File: config.mk
export PLATFORM = sky130hd
export DESIGN_NAME = adder_error_monitor_flat
export DESIGN_NICKNAME = d
export VERILOG_FILES = /design/src/rtl/adder_error_monitor_if.sv /design/src/rtl/adder_error_monitor.sv /design/src/flat_wrapper.sv
export SDC_FILE = /design/constraint.sdc
export NUM_CORES = 1
export LEC_CHECK = 0
export CAP_MARGIN = 20
export CORE_MARGIN = 8
export CORE_UTILIZATION = 56
export DETAILED_ROUTE_END_ITERATION = 8
export PLACE_DENSITY = 0.81
export SETUP_SLACK_MARGIN = 0.4
export SYNTH_ARGS = -nofsm -noshare
export SYNTH_HDL_FRONTEND = slang
export SYNTH_SLANG_ARGS = --single-unit
File: constraint.sdc
create_clock -name clk -period 3.7 [get_ports clk]
set_clock_uncertainty 0.2 [all_clocks]
set_input_delay 0.555 -clock clk [delete_from_list [all_inputs] [get_ports clk]]
set_output_delay 0.555 -clock clk [all_outputs]
set_load 0.03 [all_outputs]
File: src/rtl/adder_error_monitor_if.sv
// Sample handshake between the adder under test and its accuracy monitor:
// the exact/approximate sum pair, qualified by a valid/ready pair.
interface adder_error_monitor_if #(
    parameter int SUM_W = 17
);
    logic             in_valid;
    logic             in_ready;
    logic [SUM_W-1:0] exact_sum;
    logic [SUM_W-1:0] approx_sum;

    modport master (output in_valid, exact_sum, approx_sum, input in_ready);
    modport slave  (input in_valid, exact_sum, approx_sum, output in_ready);
endinterface

File: src/rtl/adder_error_monitor.sv
// Accuracy monitor for an approximate 16-bit adder: a two-stage pipeline that accumulates
// error count, summed |ED| (saturating) and max |ED| over a run of N samples.
module adder_error_monitor #(
    parameter int SUM_W = 17,
    parameter int CNT_W = 24,
    parameter int ACC_W = 40
) (
    input  logic                 clk,
    input  logic                 rst_n,
    input  logic                 start,
    input  logic [CNT_W-1:0]     num_samples,
    adder_error_monitor_if.slave bus,
    output logic                 busy,
    output logic                 done,
    output logic [CNT_W-1:0]     sample_count,
    output logic [CNT_W-1:0]     err_count,
    output logic [ACC_W-1:0]     sum_ed,
    output logic [SUM_W-1:0]     max_ed,
    output logic                 acc_sat
);

    typedef enum logic [1:0] {
        ST_IDLE  = 2'd0,
        ST_RUN   = 2'd1,
        ST_DRAIN = 2'd2,
        ST_DONE  = 2'd3
    } state_t;

    // The subtraction is one bit wider than the operands so the borrow selects the direction.
    function automatic logic [SUM_W-1:0] abs_diff(input logic [SUM_W-1:0] a,
                                                  input logic [SUM_W-1:0] b);
        logic [SUM_W:0] diff;
        diff = {1'b0, a} - {1'b0, b};
        if (diff[SUM_W]) begin
            abs_diff = b - a;
        end else begin
            abs_diff = diff[SUM_W-1:0];
        end
    endfunction

    state_t           state_r;
    logic [CNT_W-1:0] target_r;
    logic [CNT_W-1:0] accepted_r;
    logic [CNT_W-1:0] sample_count_r;
    logic [CNT_W-1:0] err_count_r;
    logic [ACC_W-1:0] sum_ed_r;
    logic [SUM_W-1:0] max_ed_r;
    logic             acc_sat_r;
    logic             busy_r;
    logic             done_r;

    logic             s1_valid_r;
    logic             s1_mismatch_r;
    logic [SUM_W-1:0] s1_ed_r;

    logic             ready_s;
    logic             xfer_s;
    logic [CNT_W-1:0] accepted_next_s;
    logic [SUM_W-1:0] ed_s;
    logic [ACC_W:0]   sum_ext_s;

    // Handshake decode, next-accepted count and stage-2 adder with carry for saturation.
    always_comb begin
        ready_s         = (state_r == ST_RUN) && (accepted_r < target_r);
        xfer_s          = bus.in_valid && ready_s;
        accepted_next_s = accepted_r + {{(CNT_W-1){1'b0}}, 1'b1};
        ed_s            = abs_diff(bus.exact_sum, bus.approx_sum);
        sum_ext_s       = {1'b0, sum_ed_r} + (ACC_W+1)'(s1_ed_r);
    end

    assign bus.in_ready = ready_s;

    // Stage 1: capture the error distance of each transferred pair.
    always_ff @(posedge clk or negedge rst_n) begin
        if (!rst_n) begin
            s1_valid_r    <= 1'b0;
            s1_mismatch_r <= 1'b0;
            s1_ed_r       <= {SUM_W{1'b0}};
        end else begin
            s1_valid_r <= xfer_s;
            if (xfer_s) begin
                s1_ed_r       <= ed_s;
                s1_mismatch_r <= (ed_s != {SUM_W{1'b0}});
            end else begin
                s1_ed_r       <= s1_ed_r;
                s1_mismatch_r <= s1_mismatch_r;
            end
        end
    end

    // Run controller and stage-2 metric accumulation; a start clear overrides accumulation.
    always_ff @(posedge clk or negedge rst_n) begin
        if (!rst_n) begin
            state_r        <= ST_IDLE;
            target_r       <= {CNT_W{1'b0}};
            accepted_r     <= {CNT_W{1'b0}};
            sample_count_r <= {CNT_W{1'b0}};
            err_count_r    <= {CNT_W{1'b0}};
            sum_ed_r       <= {ACC_W{1'b0}};
            max_ed_r       <= {SUM_W{1'b0}};
            acc_sat_r      <= 1'b0;
            busy_r         <= 1'b0;
            done_r         <= 1'b0;
        end else begin
            if (s1_valid_r) begin
                sample_count_r <= sample_count_r + {{(CNT_W-1){1'b0}}, 1'b1};
                err_count_r    <= err_count_r + {{(CNT_W-1){1'b0}}, s1_mismatch_r};
                if (sum_ext_s[ACC_W]) begin
                    sum_ed_r  <= {ACC_W{1'b1}};
                    acc_sat_r <= 1'b1;
                end else begin
                    sum_ed_r  <= sum_ext_s[ACC_W-1:0];
                end
                if (s1_ed_r > max_ed_r) begin
                    max_ed_r <= s1_ed_r;
                end
            end

            case (state_r)
                ST_IDLE, ST_DONE: begin
                    if (start) begin
                        target_r       <= num_samples;
                        accepted_r     <= {CNT_W{1'b0}};
                        sample_count_r <= {CNT_W{1'b0}};
                        err_count_r    <= {CNT_W{1'b0}};
                        sum_ed_r       <= {ACC_W{1'b0}};
                        max_ed_r       <= {SUM_W{1'b0}};
                        acc_sat_r      <= 1'b0;
                        if (num_samples == {CNT_W{1'b0}}) begin
                            state_r <= ST_DONE;
                            busy_r  <= 1'b0;
                            done_r  <= 1'b1;
                        end else begin
                            state_r <= ST_RUN;
                            busy_r  <= 1'b1;
                            done_r  <= 1'b0;
                        end
                    end
                end
                ST_RUN: begin
                    if (xfer_s) begin
                        accepted_r <= accepted_next_s;
                        if (accepted_next_s == target_r) begin
                            state_r <= ST_DRAIN;
                            busy_r  <= 1'b0;
                        end
                    end
                end
                ST_DRAIN: begin
                    if (!s1_valid_r && (sample_count_r == target_r)) begin
                        state_r <= ST_DONE;
                        done_r  <= 1'b1;
                    end
                end
                default: begin
                    state_r <= ST_IDLE;
                    busy_r  <= 1'b0;
                    done_r  <= 1'b0;
                end
            endcase
        end
    end

    assign busy         = busy_r;
    assign done         = done_r;
    assign sample_count = sample_count_r;
    assign err_count    = err_count_r;
    assign sum_ed       = sum_ed_r;
    assign max_ed       = max_ed_r;
    assign acc_sat      = acc_sat_r;

endmodule

File: src/flat_wrapper.sv
// flat-port wrapper written by rule: the top's interface ports become plain ports
module adder_error_monitor_flat 
#(
    parameter int SUM_W = 17,
    parameter int CNT_W = 24,
    parameter int ACC_W = 40
)
  (clk, rst_n, start, num_samples, busy, done, sample_count, err_count, sum_ed, max_ed, acc_sat, bus_in_valid, bus_exact_sum, bus_approx_sum, bus_in_ready);
  adder_error_monitor_if #(.SUM_W(SUM_W)) bus_i ();
  input  logic clk;
  input  logic rst_n;
  input  logic start;
  input  logic [CNT_W-1:0] num_samples;
  output logic busy;
  output logic done;
  output logic [CNT_W-1:0] sample_count;
  output logic [CNT_W-1:0] err_count;
  output logic [ACC_W-1:0] sum_ed;
  output logic [SUM_W-1:0] max_ed;
  output logic acc_sat;
  input wire logic [$bits(bus_i.in_valid)-1:0] bus_in_valid;
  input wire logic [$bits(bus_i.exact_sum)-1:0] bus_exact_sum;
  input wire logic [$bits(bus_i.approx_sum)-1:0] bus_approx_sum;
  output wire logic [$bits(bus_i.in_ready)-1:0] bus_in_ready;
  assign bus_i.in_valid = bus_in_valid;
  assign bus_i.exact_sum = bus_exact_sum;
  assign bus_i.approx_sum = bus_approx_sum;
  assign bus_in_ready = bus_i.in_ready;
  adder_error_monitor #(.SUM_W(SUM_W), .CNT_W(CNT_W), .ACC_W(ACC_W)) u_core (.clk(clk), .rst_n(rst_n), .start(start), .num_samples(num_samples), .bus(bus_i), .busy(busy), .done(done), .sample_count(sample_count), .err_count(err_count), .sum_ed(sum_ed), .max_ed(max_ed), .acc_sat(acc_sat));
endmodule
# After elaboration in Yosys (flattened, before gate mapping)
# Cells that the tools add are included.
# op_classes
mul	0
shift	0
reduce_logical	15
n_mux	37
n_lt_le_gt_ge	2
addsub	6
div	0
bitwise	0
n_eq_ne	9
# op_table
op	n
24-bit 2-to-1 mux	8
40-bit 2-to-1 mux	4
17-bit 2-to-1 mux	5
24-bit by 1-bit adder with 24-bit output, second input constant	2
24-bit == test	2
24-bit case mux with 2 select lines	1
40-bit by 17-bit adder with 41-bit output	1
24-bit by 1-bit adder with 24-bit output	1
24-bit logical NOT	1
24-bit < comparator	1
17-bit by 17-bit subtractor with 18-bit output	1
17-bit > comparator	1
17-bit nonzero test	1
17-bit subtractor	1
1-bit 2-to-1 mux	11
2-bit 2-to-1 mux	5
4-bit AND reduction	2
2-bit case mux with 3 select lines	1
3-bit AND reduction	2
2-bit == test, second input constant	2
2-bit by 1-bit inequality test with 1-bit output, second input constant	2
2-bit inequality test, second input constant	2
1-bit case mux with 2 select lines	2
2-bit nonzero test	2
6 further kinds	8
# totals
mem_count	0
wordCells	82
latchBits	0
ff_bits	177
out_inout_bits	109
in_bits	62
romBits	0
ramBits	0

# Logic depth before layout (Yosys ltp)
# depth
ltp_word	5
ltp_mapped	14
mapped_depth_nobuf	12

# Worst setup path after synthesis
# Ideal clock, no wire load.
# synth_timing
path_kind	register to register
from	register u_core.sum_ed_r[0] (netlist: u_core.sum_ed[0])
to	register u_core.sum_ed_r[24] (netlist: u_core.sum_ed[24])
setup_time_ns	0.136
t_required_ns	3.364
t_arrival_ns	3.058
path_stages_with_launch	13
period_less_slack_ns	3.395
path_slack_ns	0.305
n_path_buf	1
cell_sequence	dfrtp_1 ha_1 fa_1 a21o_1 a21oi_1 o21bai_1 a21o_1 a31oi_1 o21ai_1 and2_1 nand3_1 buf_2 a21oi_1
# synth_between
elab_chain_len	5
# synth_lines
item	line	rtl
from (decl)	adder_error_monitor.sv:46	logic [ACC_W-1:0] sum_ed_r;
from (signal assigned)	adder_error_monitor.sv:99	sum_ed_r <= {ACC_W{1'b0}};
from (signal assigned)	adder_error_monitor.sv:109	sum_ed_r <= {ACC_W{1'b1}};
from (signal assigned)	adder_error_monitor.sv:112	sum_ed_r <= sum_ext_s[ACC_W-1:0];
40-bit by 17-bit adder with 41-bit output (*)	adder_error_monitor.sv:68	sum_ext_s = {1'b0, sum_ed_r} + (ACC_W+1)'(s1_ed_r);
40-bit 2-to-1 mux (*)	adder_error_monitor.sv:108	if (sum_ext_s[ACC_W]) begin
40-bit 2-to-1 mux (*)	adder_error_monitor.sv:105	if (s1_valid_r) begin
40-bit 2-to-1 mux	adder_error_monitor.sv:121	if (start) begin
40-bit 2-to-1 mux (*)	adder_error_monitor.sv:119	case (state_r)
# Mark *: on every way between the ends. The rest lies on a longest branch, timed or not.
# A chain may end at the register's enable or synchronous reset.

# Worst setup path in the final report
# layout_timing
from	register u_core.target_r[13]
to	output port bus_in_ready
# layout_between
elab_chain_len	2
# layout_lines
item	line	rtl
from (decl)	adder_error_monitor.sv:42	logic [CNT_W-1:0] target_r;
from (signal assigned)	adder_error_monitor.sv:95	target_r <= {CNT_W{1'b0}};
from (signal assigned)	adder_error_monitor.sv:122	target_r <= num_samples;
24-bit < comparator	adder_error_monitor.sv:64	ready_s = (state_r == ST_RUN) && (accepted_r < target_r);
1-bit logical AND	adder_error_monitor.sv:64	
to (decl)	flat_wrapper.sv:24	output wire logic [$bits(bus_i.in_ready)-1:0] bus_in_ready;
# No other way between the ends.

==> parameters.txt <==
Parameter                              Value

Status
  Result of the run    finished clean

Synth
  Cell area after synthesis    0.0124 mm2
  Cell type with the highest aggregate area in the netlist    dfrtp_1
  Area share of the largest cell type after synthesis    0.357
  Post-synthesis cell count    1427
  EDFF count, synth    0
  Most common cell in the netlist    dfrtp_1
  Number of warnings issued by yosys    0
  Sequential element share of the synthesized area    0.357
  Main area contributors after synthesis    dfrtp_1 36%, ha_1 9.9%, o21ai_0 5.6%
  Post-synthesis average cell area    8.69 um2
  Post-synthesis async set-or-reset flop share    1.00
  Number of library cell types mapped by synthesis    74
  Main synth FF type    dfrtp_1
  Cell types with the highest counts after synthesis    177 x dfrtp_1, 139 x o21ai_0, 110 x nand2_1
  Total nets after synthesis    1590
  Post-synthesis register bit count    177

Cells and area
  Nets    1874
  Total inserted antenna cells    0
  Util after Layout    0.764
  Count of filler cells inserted in the layout    1541
  Ratio of cells with drive above 1 in the final layout    0.182
  Post-route standard cell area excluding fillers    0.0166 mm2
  Synthesis-to-layout area growth    34.1%

Clock network
  Number of clock sinks    177
  TritonCTS clock tree    done
  Number of buffers created by CTS    17
  Clock-pin slew on the worst setup and hold paths    0.08 ns
  Clock tree buffer depth    2
  Root buffer selected by CTS    clkbuf_16
  Clk_lat worst skew    0.44 ns
  H-tree level count    4

Drt
  ANT nets after route    0
  Post-detailed-route wirelength per cell    18.9 um
  DRC violation total after the first TritonRoute iteration    991
  Wirelength, routed    37800 um
  Vias post-DR    12100
  Detail-routed via count per cell    6.05
  Drt drc    0
  Length of the first detailed-routing pass in iterations    6

Setup path
  Worst Path Max Fanout    3
  Maximum cell stage delay along the critical path    0.51 ns
  Capturing element type of the critical path    primary output
  Arr. time, crit path    2.50 ns
  Cells along the critical path    inv_1 > ha_1 > a21o_1 > a21o_1 > a21oi_1 > o22a_1 > and4b_1 > buf_6
  Data required time at the worst endpoint    2.94 ns
  Critical setup path kind    reg -> out
  Max stage delay cell, worst path    dfrtp_1
  Most used cell along the critical path    a21o_1
  Sort of element at the start of the critical path    register

Placement
  Total cell area at the placement stage    0.0151 mm2
  Count of input and output buffers    170
  RD Place Congestion    0.918
  Final HPWL from detailed placement    27100 um

STA
  Min Clock Period, post-route    3.26 ns
  Number of hold violations in the final report    0
  Unrepaired setup endpoints after global routing    yes
  Final number of max-transition violations    0
  Max Clock Freq    307 MHz
  Measured slew at the worst slew-check pin    0.807 ns
  Setup-violating endpoint count in the final report    0
  Relative slew slack    0.462
  Period utilisation layout    0.881

Die
  Floorplan row count    54
  CORE AREA    0.0218 mm2
  Boundary pin count    171
  Area of the die    0.0272 mm2
  Die Wd    165 um
  Starting density of the core    0.570
  Y dimension of the die    165 um

Global routing
  Maximum number of pins on one net before global-route repair    78
  Overflow left after global routing    0
  Combined global-route utilization of all metal layers    0.275
  Number of antenna violations at the first check in global routing    0
  Via count of the first global-routing pass    12100
  First-pass GRT wire length    60700 um

Pwr
  Net switching fraction of the power    0.421
  Combinational cell fraction of total power    0.470
  Net switching component of the power    0.00369 W
  Sequential share of power    0.328
  Worst supply voltage drop on vdd    0.000432 V
  Areal power density over the cells    528 mW/mm2
  Int Pwr    0.00508 W
  Proportion of power drawn by the clock network    0.203
  Leakage Power    7.49 nW

Job
  Reported max-cap violation count    0

Hold path
  Tightest Hold Check Type    reg -> reg
-- worst max-delay path, delay by kind of cell, from the launching register on --
family,cells,cell delay [ns]
AOI/OAI and AO/OA,4,0.77
adders and majority gates,1,0.31
DFF,1,0.51
and+or+nand+nor,1,0.24
buffers and inverters,2,0.24
-- flip-flops by register name (all words and copies together) (netlist names), 2 cells and up --
register / cells
u_core.sum_ed: 40
u_core.accepted_r: 24
u_core.err_count: 24
u_core.sample_count: 24
u_core.target_r: 24
u_core.max_ed: 17
u_core.s1_ed_r: 17
u_core.state_r: 2
-- kinds of logic after synthesis --
family | count (synthesis) | synth area share
simple gates | 439 | 0.184
compound gates | 399 | 0.197
flops | 177 | 0.357
buf+inv | 162 | 0.0510
xor+xnor | 131 | 0.0926
fa+ha+maj | 101 | 0.104
mux | 18 | 0.0148
-- path summary, 6_finish.rpt --
| check | from | end | slack, ns | cells after the start |
|---|---|---|---|---|
| worst min-delay path | u_core.acc_sat | u_core.acc_sat | 0.32 | 2 |
| worst max-delay path | u_core.target_r[13] | bus_in_ready | 0.44 | 8 |
| worst min register to register | u_core.acc_sat | u_core.acc_sat | 0.32 | 2 |
| worst max register to register | u_core.target_r[18] | u_core.accepted_r[23] | 0.46 | 13 |
| min in group asynchronous | rst_n | u_core.target_r[17] | 0.41 | 2 |
| max in group asynchronous | rst_n | u_core.accepted_r[2] | 1.93 | 3 |
-- cell usage in the layout, fill, tap and decap left out, drive strengths merged, types with 6 or more instances in the layout --
cell           netlist  routed
a21oi               99      99
a21o                27      27
and2                11      11
nand4               44      44
dlygate4sd2          0      13
o211ai               7       7
clkbuf              41      18
nand2              110     110
o21a                16      16
nand3               64      64
nor2b               10      10
and4                 8       8
buf                 19     156
nor2                88      88
nand2b               6       6
xnor2               61      61
clkdlybuf4s50        0     135
and3                22      22
or3                 16      16
dfrtp              177     177
nor3                11      11
o21bai               7       7
clkinv               0       7
a211oi               7       7
nor4                20      20
o21ai              141     141
dlymetal6s2s         0      20
inv                102     107
nor3b                7       7
a31oi               36      36
or2                 11      11
ha                  98      98
xor2                70      70
mux2i               15      15
o31ai               23      23
-- power by group through the flow --
stage | clock [W] | combinational (W) | sequential (W)
finish | 0.00178 | 0.00412 | 0.00287
global route | 0.00187 | 0.00449 | 0.00292
CTS | 0.00180 | 0.00396 | 0.00286
detailed placement | 0 | 0.00383 | 0.00289
global placement | 0 | 0.00373 | 0.00288
floorplan | 0 | 0.00187 | 0.00333
-- final cells by class --
| cell class | instances | area [um2] | share of cell area |
|---|---|---|---|
| flip-flops and latches | 177 | 4450 | 0.268 |
| inverters | 102 | 383 | 0.0230 |
| clock inverters | 14 | 144 | 0.00866 |
| clock buffers | 18 | 439 | 0.0264 |
| repair buffers | 325 | 2960 | 0.178 |
| multi-input cells | 1088 | 7900 | 0.475 |
| well taps | 280 | 350 | 0.0211 |
-- metal layers --
metal,vias up,part of all wire,global-route usage
met5,-,0,0
met4,0,0.035,0.110
met3,111,0.067,0.0476
met2,493,0.49,0.466
met1,5840,0.41,0.342
li1,5674,-,-
-- timing repair --
action	in CTS	in global routing
hold buffers	1	0
endpoints found under the setup margin	30	70
pin swaps	29	28
setup buffers	17	18
gates resized for setup	74	83
endpoints found under the hold margin	46	0
-- metrics by stage --
stage	total power [W]	TNS (ns)	hold WS (ns)	worst slack, ns	cells
final	0.00877	0	0.315	0.442	2004
after global routing	0.00928	0	0.359	0.335	2004
after global placement	0.00661	-0.186	0.306	-0.186	1935
after CTS	0.00862	0	0.322	0.400	1986
after detailed placement	0.00672	-0.277	0.312	-0.233	1936
after floorplan	0.00520	0	0.0594	0.455	1427
Note: power is estimated with default switching activity, not from simulation.
